**config.mk**
```make
export PLATFORM = sky130hd
export DESIGN_NAME = fp_div_iter
export DESIGN_NICKNAME = d
export VERILOG_FILES = /design/src/rtl/fp_div_pkg.sv /design/src/rtl/fp_classify.sv /design/src/rtl/fp_div_iter.sv
export SDC_FILE = /design/constraint.sdc
export NUM_CORES = 1
export LEC_CHECK = 0
export CAP_MARGIN = 5
export CORE_MARGIN = 3
export CORE_UTILIZATION = 40
export CTS_CLUSTER_SIZE = 8
export DETAILED_ROUTE_END_ITERATION = 6
export PLACE_DENSITY = 0.64
export SKIP_CTS_REPAIR_TIMING = 1
export SYNTH_ARGS = -nofsm -noshare
export SYNTH_HDL_FRONTEND = slang
export SYNTH_SLANG_ARGS = --single-unit
```
**constraint.sdc**
```tcl
create_clock -name clk -period 6.4 [get_ports clk]
set_input_delay 0.64 -clock clk [delete_from_list [all_inputs] [get_ports clk]]
set_output_delay 0.64 -clock clk [all_outputs]
set_load 0.1 [all_outputs]
```
**src/rtl/fp_div_pkg.sv**
```systemverilog
// Shared types and constants for the iterative single-precision divider.
package fp_div_pkg;

    localparam int EXP_W  = 8;
    localparam int MAN_W  = 23;
    localparam int BIAS   = 127;
    localparam int ITER_N = 27;
    localparam int CNT_W  = 5;

    localparam logic [31:0] POS_INF  = 32'h7F80_0000;
    localparam logic [31:0] POS_ZERO = 32'h0000_0000;

    typedef enum logic [1:0] {
        S_IDLE  = 2'd0,
        S_CALC  = 2'd1,
        S_ROUND = 2'd2,
        S_DONE  = 2'd3
    } state_e;

    function automatic logic [31:0] signed_inf(input logic sign);
        return {sign, POS_INF[30:0]};
    endfunction

    function automatic logic [31:0] signed_zero(input logic sign);
        return {sign, POS_ZERO[30:0]};
    endfunction

endpackage

```
**src/rtl/fp_classify.sv**
```systemverilog
// Combinational decode of an IEEE-754 single word into zero/denormal/inf/nan.
module fp_classify
    import fp_div_pkg::*;
(
    input  logic [31:0] word_i,
    output logic        zero_o,
    output logic        denorm_o,
    output logic        inf_o,
    output logic        nan_o
);

    logic exp_zero;
    logic exp_ones;
    logic man_zero;

    assign exp_zero = (word_i[MAN_W +: EXP_W] == '0);
    assign exp_ones = (word_i[MAN_W +: EXP_W] == '1);
    assign man_zero = (word_i[MAN_W-1:0] == '0);

    assign zero_o   = exp_zero &  man_zero;
    assign denorm_o = exp_zero & ~man_zero;
    assign inf_o    = exp_ones &  man_zero;
    assign nan_o    = exp_ones & ~man_zero;

endmodule

```
**src/rtl/fp_div_iter.sv**
```systemverilog
// Iterative IEEE-754 single divider: restoring division, round-to-nearest-even, fixed 29-cycle latency.
// Optional status flags {invalid, div_by_zero, overflow, underflow} with FP_DIV_STATUS_EN.
module fp_div_iter
    import fp_div_pkg::*;
#(
    parameter logic [31:0] QNAN_VALUE = 32'h7FC0_0000
) (
    input  logic        clk,
    input  logic        rst_n,
    input  logic        in_valid,
    output logic        in_ready,
    input  logic [31:0] a,
    input  logic [31:0] b,
    output logic        out_valid,
    input  logic        out_ready,
    output logic [31:0] result,
`ifdef FP_DIV_STATUS_EN
    output logic [3:0]  status,
`endif
    output state_e      state_dbg
);

    // Handshake: a pair transfers on a rising edge with in_valid & in_ready; the
    // quotient transfers on a rising edge with out_valid & out_ready. Both sides
    // hold their payload stable while valid is high and ready is low.

    state_e             state_q;
    logic [CNT_W-1:0]   cnt_q;
    logic               sign_q;
    logic signed [9:0]  exp_q;
    logic [23:0]        mb_q;
    logic [24:0]        rem_q;
    logic [26:0]        quo_q;
    logic               sticky_q;
    logic               spec_q;
    logic [31:0]        spec_res_q;
    logic               in_ready_q;
    logic               out_valid_q;
    logic [31:0]        result_q;
`ifdef FP_DIV_STATUS_EN
    logic [3:0]         spec_flags_q;
    logic [3:0]         status_q;
    logic [3:0]         spec_flags_d;
    logic [3:0]         status_d;
`endif

    logic a_zero_w, a_den_w, a_inf_w, a_nan_w;
    logic b_zero_w, b_den_w, b_inf_w, b_nan_w;

    fp_classify u_class_a (
        .word_i   (a),
        .zero_o   (a_zero_w),
        .denorm_o (a_den_w),
        .inf_o    (a_inf_w),
        .nan_o    (a_nan_w)
    );

    fp_classify u_class_b (
        .word_i   (b),
        .zero_o   (b_zero_w),
        .denorm_o (b_den_w),
        .inf_o    (b_inf_w),
        .nan_o    (b_nan_w)
    );

    logic              in_sign;
    logic              a_z;
    logic              b_z;
    logic              spec_hit_d;
    logic [31:0]       spec_res_d;
    logic signed [9:0] exp_d;

    assign in_sign = a[31] ^ b[31];
    // Denormal operands are flushed to zero before any special-case decision.
    assign a_z     = a_zero_w | a_den_w;
    assign b_z     = b_zero_w | b_den_w;
    assign exp_d   = 10'({2'b00, a[30:23]}) - 10'({2'b00, b[30:23]}) + 10'(BIAS);

    always_comb begin
        spec_hit_d = 1'b1;
        spec_res_d = QNAN_VALUE;
`ifdef FP_DIV_STATUS_EN
        spec_flags_d = 4'b1000;
`endif
        if (a_nan_w || b_nan_w || (a_z && b_z) || (a_inf_w && b_inf_w)) begin
            spec_res_d = QNAN_VALUE;
        end else if (a_inf_w) begin
            spec_res_d = signed_inf(in_sign);
`ifdef FP_DIV_STATUS_EN
            spec_flags_d = 4'b0000;
`endif
        end else if (b_z) begin
            spec_res_d = signed_inf(in_sign);
`ifdef FP_DIV_STATUS_EN
            spec_flags_d = 4'b0100;
`endif
        end else if (a_z || b_inf_w) begin
            spec_res_d = signed_zero(in_sign);
`ifdef FP_DIV_STATUS_EN
            spec_flags_d = 4'b0000;
`endif
        end else begin
            spec_hit_d = 1'b0;
`ifdef FP_DIV_STATUS_EN
            spec_flags_d = 4'b0000;
`endif
        end
    end

    // One restoring step: compare, conditionally subtract, shift remainder left.
    logic        rem_ge;
    logic [24:0] rem_sub;
    logic [24:0] rem_d;
    logic [26:0] quo_d;

    assign rem_ge  = (rem_q >= {1'b0, mb_q});
    assign rem_sub = rem_ge ? (rem_q - {1'b0, mb_q}) : rem_q;
    assign rem_d   = rem_sub << 1;
    assign quo_d   = {quo_q[25:0], rem_ge};

    logic              round_up;
    logic [24:0]       mant_sum;
    logic [22:0]       frac_r;
    logic signed [9:0] exp_r;
    logic              ovf_r;
    logic              unf_r;
    logic [31:0]       pack_d;

    // quo_q is already normalized here: [26:3] mantissa, [2] guard, the rest sticky.
    assign round_up = quo_q[2] & (quo_q[3] | (|quo_q[1:0]) | sticky_q);
    assign mant_sum = {1'b0, quo_q[26:3]} + {24'd0, round_up};
    assign frac_r   = mant_sum[24] ? mant_sum[23:1] : mant_sum[22:0];
    assign exp_r    = exp_q + 10'(mant_sum[24]);
    assign ovf_r    = (exp_r > 10'sd254);
    assign unf_r    = (exp_r < 10'sd1);

    always_comb begin
        pack_d = {sign_q, exp_r[7:0], frac_r};
        if (spec_q) begin
            pack_d = spec_res_q;
        end else if (ovf_r) begin
            pack_d = signed_inf(sign_q);
        end else if (unf_r) begin
            pack_d = signed_zero(sign_q);
        end
    end

`ifdef FP_DIV_STATUS_EN
    assign status_d = spec_q ? spec_flags_q : {2'b00, ovf_r, unf_r};
`endif

    always_ff @(posedge clk or negedge rst_n) begin
        if (!rst_n) begin
            state_q     <= S_IDLE;
            cnt_q       <= '0;
            sign_q      <= 1'b0;
            exp_q       <= '0;
            mb_q        <= '0;
            rem_q       <= '0;
            quo_q       <= '0;
            sticky_q    <= 1'b0;
            spec_q      <= 1'b0;
            spec_res_q  <= '0;
            in_ready_q  <= 1'b1;
            out_valid_q <= 1'b0;
            result_q    <= '0;
`ifdef FP_DIV_STATUS_EN
            spec_flags_q <= '0;
            status_q     <= '0;
`endif
        end else begin
            case (state_q)
                S_IDLE: begin
                    if (in_valid && in_ready_q) begin
                        sign_q     <= in_sign;
                        exp_q      <= exp_d;
                        mb_q       <= {1'b1, b[22:0]};
                        rem_q      <= {2'b01, a[22:0]};
                        quo_q      <= '0;
                        sticky_q   <= 1'b0;
                        spec_q     <= spec_hit_d;
                        spec_res_q <= spec_res_d;
`ifdef FP_DIV_STATUS_EN
                        spec_flags_q <= spec_flags_d;
`endif
                        cnt_q      <= '0;
                        in_ready_q <= 1'b0;
                        state_q    <= S_CALC;
                    end
                end
                S_CALC: begin
                    rem_q <= rem_d;
                    quo_q <= quo_d;
                    if (cnt_q == CNT_W'(ITER_N - 1)) begin
                        cnt_q   <= '0;
                        state_q <= S_ROUND;
                    end else begin
                        cnt_q <= cnt_q + 1'b1;
                    end
                end
                S_ROUND: begin
                    // Two steps: normalize/sticky first, then round and pack.
                    if (cnt_q == '0) begin
                        if (!quo_q[26]) begin
                            quo_q <= {quo_q[25:0], 1'b0};
                            exp_q <= exp_q - 10'sd1;
                        end
                        sticky_q <= |rem_q;
                        cnt_q    <= cnt_q + 1'b1;
                    end else begin
                        result_q    <= pack_d;
`ifdef FP_DIV_STATUS_EN
                        status_q    <= status_d;
`endif
                        out_valid_q <= 1'b1;
                        cnt_q       <= '0;
                        state_q     <= S_DONE;
                    end
                end
                S_DONE: begin
                    if (out_ready) begin
                        out_valid_q <= 1'b0;
                        in_ready_q  <= 1'b1;
                        state_q     <= S_IDLE;
                    end
                end
                default: begin
                    state_q <= S_IDLE;
                end
            endcase
        end
    end

    assign in_ready  = in_ready_q;
    assign out_valid = out_valid_q;
    assign result    = result_q;
    assign state_dbg = state_q;
`ifdef FP_DIV_STATUS_EN
    assign status    = status_q;
`endif

endmodule

```
# Word-level counts from Yosys, hierarchy flattened
# Cells that the tools add are included.
[word_totals] ff_bits=162 latchBits=0 ram_bits=0 rom_bits=0 inputBits=68 out_inout_bits=36 word_cells=124 mem_count=0
[op_classes] n_addsub=7 multipliers=0 div_mod_pow=0 n_lt_le_gt_ge=3 eq_ne=12 shift=0 muxes=40 bitwise=17 reduce_logical=31
[ops] op="32-bit 2-to-1 mux" n=5
[ops] op="27-bit 2-to-1 mux" n=3
[ops] op="27-bit case mux with 3 select lines" n=1
[ops] op="31-bit 2-to-1 mux" n=2
[ops] op="25-bit case mux with 2 select lines" n=1
[ops] op="23-bit zero test" n=2
[ops] op="10-bit 2-to-1 mux" n=3
[ops] op="24-bit by 1-bit adder with 25-bit output" n=1
[ops] op="25-bit by 24-bit >= comparator with 1-bit output" n=1
[ops] op="25-bit 2-to-1 mux" n=1
[ops] op="25-bit OR reduction" n=1
[ops] op="24-bit 2-to-1 mux" n=1
[ops] op="24-bit subtractor" n=1
[ops] op="23-bit 2-to-1 mux" n=1
[ops] op="10-bit case mux with 2 select lines" n=1
[ops] op="8-bit == test, second input constant" n=2
[ops] op="8-bit zero test" n=2
[ops] op="5-bit 2-to-1 mux" n=3
[ops] op="5-bit case mux with 3 select lines" n=1
[ops] op="2-bit != test, second input constant" n=6
[ops] op="3-bit AND reduction" n=4
[ops] op="4-bit AND reduction" n=3
[ops] op="10-bit by 1-bit adder with 10-bit output" n=1
[ops] op="9-bit by 8-bit adder with 10-bit output, second input constant" n=1
[ops] op="other kinds (24)" n=62

# Logic depth before layout (Yosys ltp)
[depth] ltp_word=10 depth_mapped=21 mapped_depth_nobuf=17

# Modules after synthesis
# Synthesis repeated with hierarchy kept, for this count alone.
[unflattened] hier_cells=1061 hier_area_um2=9180.1
[by_module_without_submodules] mod="fp_div_iter" instances=1 cells_per_inst=1021 area_each_um2=8909.8 seq_area_each_um2=3329.4
[by_module_without_submodules] mod="fp_classify" instances=2 cells_per_inst=20 area_each_um2=135.1 seq_area_each_um2=0.0

# Worst setup path before layout
# Ideal clock, no wire load.
[synth_timing] path_type="reg-to-reg" startpoint="register quo_q[3]" endpoint="register result_q[20], in the netlist result[20]" setup_ps=123 arrival_ps=3902 required_ps=6277 setup_slack_ps=2375 path_stages_with_launch=22 n_path_buf=4 synth_period_minus_slack_ps=4025 cell_sequence="dfrtp_1 -> and2_1 -> ha_1 -> nand2_1 -> nor2_1 -> and2_1 -> nand4_1 -> or2_2 -> clkbuf_1 -> clkbuf_1 -> inv_1 -> ha_1 -> buf_2 -> xnor2_1 -> or3_1 -> a211oi_1 -> nand4_1 -> o21ai_1 -> nor4_4 -> o21a_1 -> buf_4 -> a32o_1"
[synth_via] elab_chain_len=9 elab_cells_between_ends=11 cone_classes="add/sub: 2; order compare: 2; mux: 4; bitwise: 3"
[synth_lines] element="start, declared" line_no="fp_div_iter.sv:33" rtl="logic [26:0] quo_q;"
[synth_lines] element="start signal, assigned" line_no="fp_div_iter.sv:193" rtl="quo_q <= quo_d;"
[synth_lines] element="start signal, assigned" line_no="fp_div_iter.sv:205" rtl="quo_q <= {quo_q[25:0], 1'b0};"
[synth_lines] element="1-bit OR (2 in series)" line_no="fp_div_iter.sv:130" rtl="assign round_up = quo_q[2] & (quo_q[3] | (|quo_q[1:0]) | sticky_q);"
[synth_lines] element="1-bit AND" line_no="fp_div_iter.sv:130"
[synth_lines] element="24-bit by 1-bit adder with 25-bit output *" line_no="fp_div_iter.sv:131" rtl="assign mant_sum = {1'b0, quo_q[26:3]} + {24'd0, round_up};"
[synth_lines] element="10-bit by 1-bit adder with 10-bit output" line_no="fp_div_iter.sv:133" rtl="assign exp_r = exp_q + 10'(mant_sum[24]);"
[synth_lines] element="10-bit by 2-bit < comparator with 1-bit output" line_no="fp_div_iter.sv:135" rtl="assign unf_r = (exp_r < 10'sd1);"
[synth_lines] element="31-bit 2-to-1 mux" line_no="fp_div_iter.sv:143" rtl="end else if (unf_r) begin"
[synth_lines] element="31-bit 2-to-1 mux *" line_no="fp_div_iter.sv:141" rtl="end else if (ovf_r) begin"
[synth_lines] element="32-bit 2-to-1 mux *" line_no="fp_div_iter.sv:139" rtl="if (spec_q) begin"
[synth_lines] element="end signal, assigned" line_no="fp_div_iter.sv:211" rtl="result_q <= pack_d;"
[synth_lines] element="end, declared" line_no="fp_div_iter.sv:39" rtl="logic [31:0] result_q;"
# Every way passes the cells marked *; elsewhere a longest branch is shown, timed or not.
# A chain may end at the register's enable or synchronous reset.

# Worst setup path in the final report
[layout_timing] startpoint="register quo_q[3]" endpoint="register result_q[22], in the netlist result[22]"
# Same word-level chain as after synthesis.

==> flow_metrics.env <==
export IMPL_critPathBufInv=1
export IMPL_numClockSinks=133
export IMPL_die_y_um=156
export IMPL_grt_pass1_wl_mm=39.1
export IMPL_fp_row_count=54
export IMPL_insertion_delay_ns=0.43
export IMPL_maxSlewViolCount=0
export IMPL_dpl_hpwl_mm=17.7
export IMPL_min_period_ns=4.49
export IMPL_endpoint_kind="flip-flop"
export IMPL_cts_root_buf="clkbuf_16"
export IMPL_dr_pass1_iters=5
export IMPL_clk_pin_slew_worst_paths_ns=0.07
export IMPL_min_path_type="in -> async"
export IMPL_drtIter0Drc=439
export IMPL_ys_flop_type="dfrtp_1"
export IMPL_ys_types=68
export IMPL_track_usage_pct=19.8
export IMPL_p_leak_uw=0.00448
export IMPL_ioPinCount=104
export IMPL_ys_ff_latch=133
export IMPL_syn_inst=1066
export IMPL_finalNetCount=1252
export IMPL_postSynth_asyncResetShare_pct=100
export IMPL_cp_top_family="simple AND/OR/NAND/NOR gates"
export IMPL_area_delta_synth_final_pct=19.9
export IMPL_postRouteAntennaNets=0
export IMPL_drc_errors=0
export IMPL_portBuffers=103
export IMPL_htreeDepth=4
export IMPL_cp_max_fo=15
export IMPL_path_cells="and2_1, ha_1, nand2_1, nor2_1, and2_1, nand4_1, or2_2, inv_1, ha_1, xnor2_1, or3_1, a211oi_1, nand4_1, o21ai_1, nor4_4, o21a_1, a221o_1"
export IMPL_ys_seq_area_share_pct=37.1
export IMPL_worst_setup_path_start_kind="flip-flop"
export IMPL_reg2reg_from="quo_q[3]"
export IMPL_antenna_found_initial=0
export IMPL_yosysMostFrequentCell="nand2_1"
export IMPL_drive_gt1_share_pct=7.38
export IMPL_synth_area_per_cell_um2=8.43
export IMPL_syn_area_um2=8980
export IMPL_rr_endpoint="result[22]"
export IMPL_tightest_slew_ns=1.02
export IMPL_crit_required_ns=6.71
export IMPL_status="finished, final reports clean"
export IMPL_powerDensity_nw_per_um2=535
export IMPL_wl_per_cell_um=16.6
export IMPL_die_w_um=156
export IMPL_crit_path_top_delay_cell="or2_2"
export IMPL_ir_worst_vdd_mv=0.294
export IMPL_cts_tree="done"
export IMPL_grt_max_degree=75
export IMPL_setup_viol=0
export IMPL_final_setup_tns_ns=0
export IMPL_start_util_pct=40.9
export IMPL_maxCapViolations=0
export IMPL_hold_viol=0
export IMPL_diodes=0
export IMPL_gp_congestion=0.933
export IMPL_reg2reg_depth=17
export IMPL_synth_fp_nets=1180
export IMPL_max_slew_margin_rel_pct=31.7
export IMPL_yosys_top_cells_area="dfrtp_1, nand2_1, ha_1"
export IMPL_synth_top_cell_by_area="dfrtp_1"
export IMPL_fin_crit_sh_pct=70.2
export IMPL_final_cells=1431
export IMPL_cp_depth=17
export IMPL_numCtsBuffers=17
export IMPL_via_per_inst=5.52
export IMPL_dpl_cell_count=1399
export IMPL_synth_edff_count=0
export IMPL_num_fill_cells=2128
export IMPL_synth_top_area_share_pct=36.8
export IMPL_wl_mm=23.8
export IMPL_rsz0062_at_grt="false"
export IMPL_grt_pass1_vias=7673
export IMPL_vias=7898
export IMPL_cp_slowest_stage_delay_ns=0.45
export IMPL_arrival_ns=4.80
export IMPL_globalRouteOverflowTotal=0
export IMPL_yosys_warnings=0
export IMPL_core_um2=22000
export IMPL_fmax_mhz=223
export IMPL_die_area_um2=24300
export IMPL_path_class="reg -> reg"
export IMPL_synthTopCellsByCount="nand2_1, dfrtp_1, o21ai_0, nor2_1, a21oi_1"
export IMPL_clockBufferDepth=2
export IMPL_r2r_setup_slack_ns=1.91
export IMPL_finClkSkew_ns=0.0119
[logic make-up (layout without fill, tap and decap cells)]
family | count (synthesis) | in the layout | share of synthesized area [%]
xor+xnor | 59 | 59 | 5.75
compound gates | 286 | 286 | 20.2
fa+ha+maj | 46 | 46 | 6.57
flops | 133 | 133 | 37.1
simple gates | 394 | 394 | 21.2
mux | 34 | 34 | 4.18
buf+inv | 114 | 199 | 5.08
[stage by stage]
step / utilization, % / instance area, um^2 / total power (uW) / setup slack, ns / hold slack [ns]
finish: 49.1 / 10800 / 5760 / 1.91 / 0.186
global route: 49.1 / 10800 / 6230 / 1.51 / 0.227
CTS: 49.1 / 10800 / 5750 / 1.91 / 0.211
detailed placement: 46.4 / 10200 / 4750 / 1.96 / 0.441
global placement: 46.4 / 10200 / 4730 / 2.04 / 0.438
floorplan: - / 8980 / 3980 / 2.38 / 0.344
[per-layer routing]
layer / vias to the layer above / part of all wire [%] / global-route usage [%]
li1: 3957 / - / -
met1: 3728 / 48 / 26.5
met2: 187 / 48 / 33.6
met3: 26 / 3.6 / 3.02
met4: 0 / 1.3 / 4.67
met5: - / 0 / 0
[power by group]
part	switching (uW)	internal, uW	total (uW)	leakage (uW)
sequential	285	1110	1390	0.00169
combinational	2140	1270	3410	0.00251
clock	439	520	959	0.000283
[cell type report]
type                            count  area, um^2  area share (%)
Multi-Input combinational cell    819        5200            48.3
Sequential cell                   133        3330            30.9
Timing Repair Buffer              111        1090            10.1
Clock buffer                       17         425            3.95
Tap cell                          280         350            3.25
Inverter                           56         210            1.95
Clock inverter                     15         160            1.49
[sequential cells by signal, summed over array words and instances (netlist names)]
name        flops
spec_res_q      3
quo_q          27
cnt_q           5
spec_q          1
rem_q          25
in_ready        1
result         32
out_valid       1
sign_q          1
state_dbg       2
mb_q           24
exp_q          10
sticky_q        1
[worst max-delay path by stage]
stage / start / to / slack (ns)
after floorplan: quo_q[3] / result[20] / 2.38
after detailed placement: quo_q[3] / result[22] / 1.96
after global routing: quo_q[3] / result[22] / 1.51
final: quo_q[3] / result[22] / 1.91
after CTS: quo_q[3] / result[22] / 1.91
after global placement: quo_q[3] / result[22] / 2.04
[cells in the final DEF (no fill, tap or decap), drive strengths merged, types with 7 or more instances in the layout]
| cell | count |
|---|---|
| nor4 | 19 |
| buf | 9 |
| clkbuf | 17 |
| o21a | 9 |
| a22o | 15 |
| nand2b | 7 |
| and2 | 9 |
| nor3 | 22 |
| clkdlybuf4s50 | 102 |
| dfrtp | 132 |
| nand2 | 148 |
| and3 | 13 |
| xor2 | 30 |
| a21o | 9 |
| a21oi | 73 |
| xnor2 | 29 |
| inv | 64 |
| nand4 | 16 |
| nor2 | 71 |
| nand3 | 37 |
| a31oi | 7 |
| nor3b | 10 |
| mux2 | 28 |
| a221o | 7 |
| o21ai | 100 |
| nor2b | 13 |
| or3 | 9 |
| ha | 44 |
| o211ai | 7 |
No activity file was read; power rests on OpenSTA's default activity.
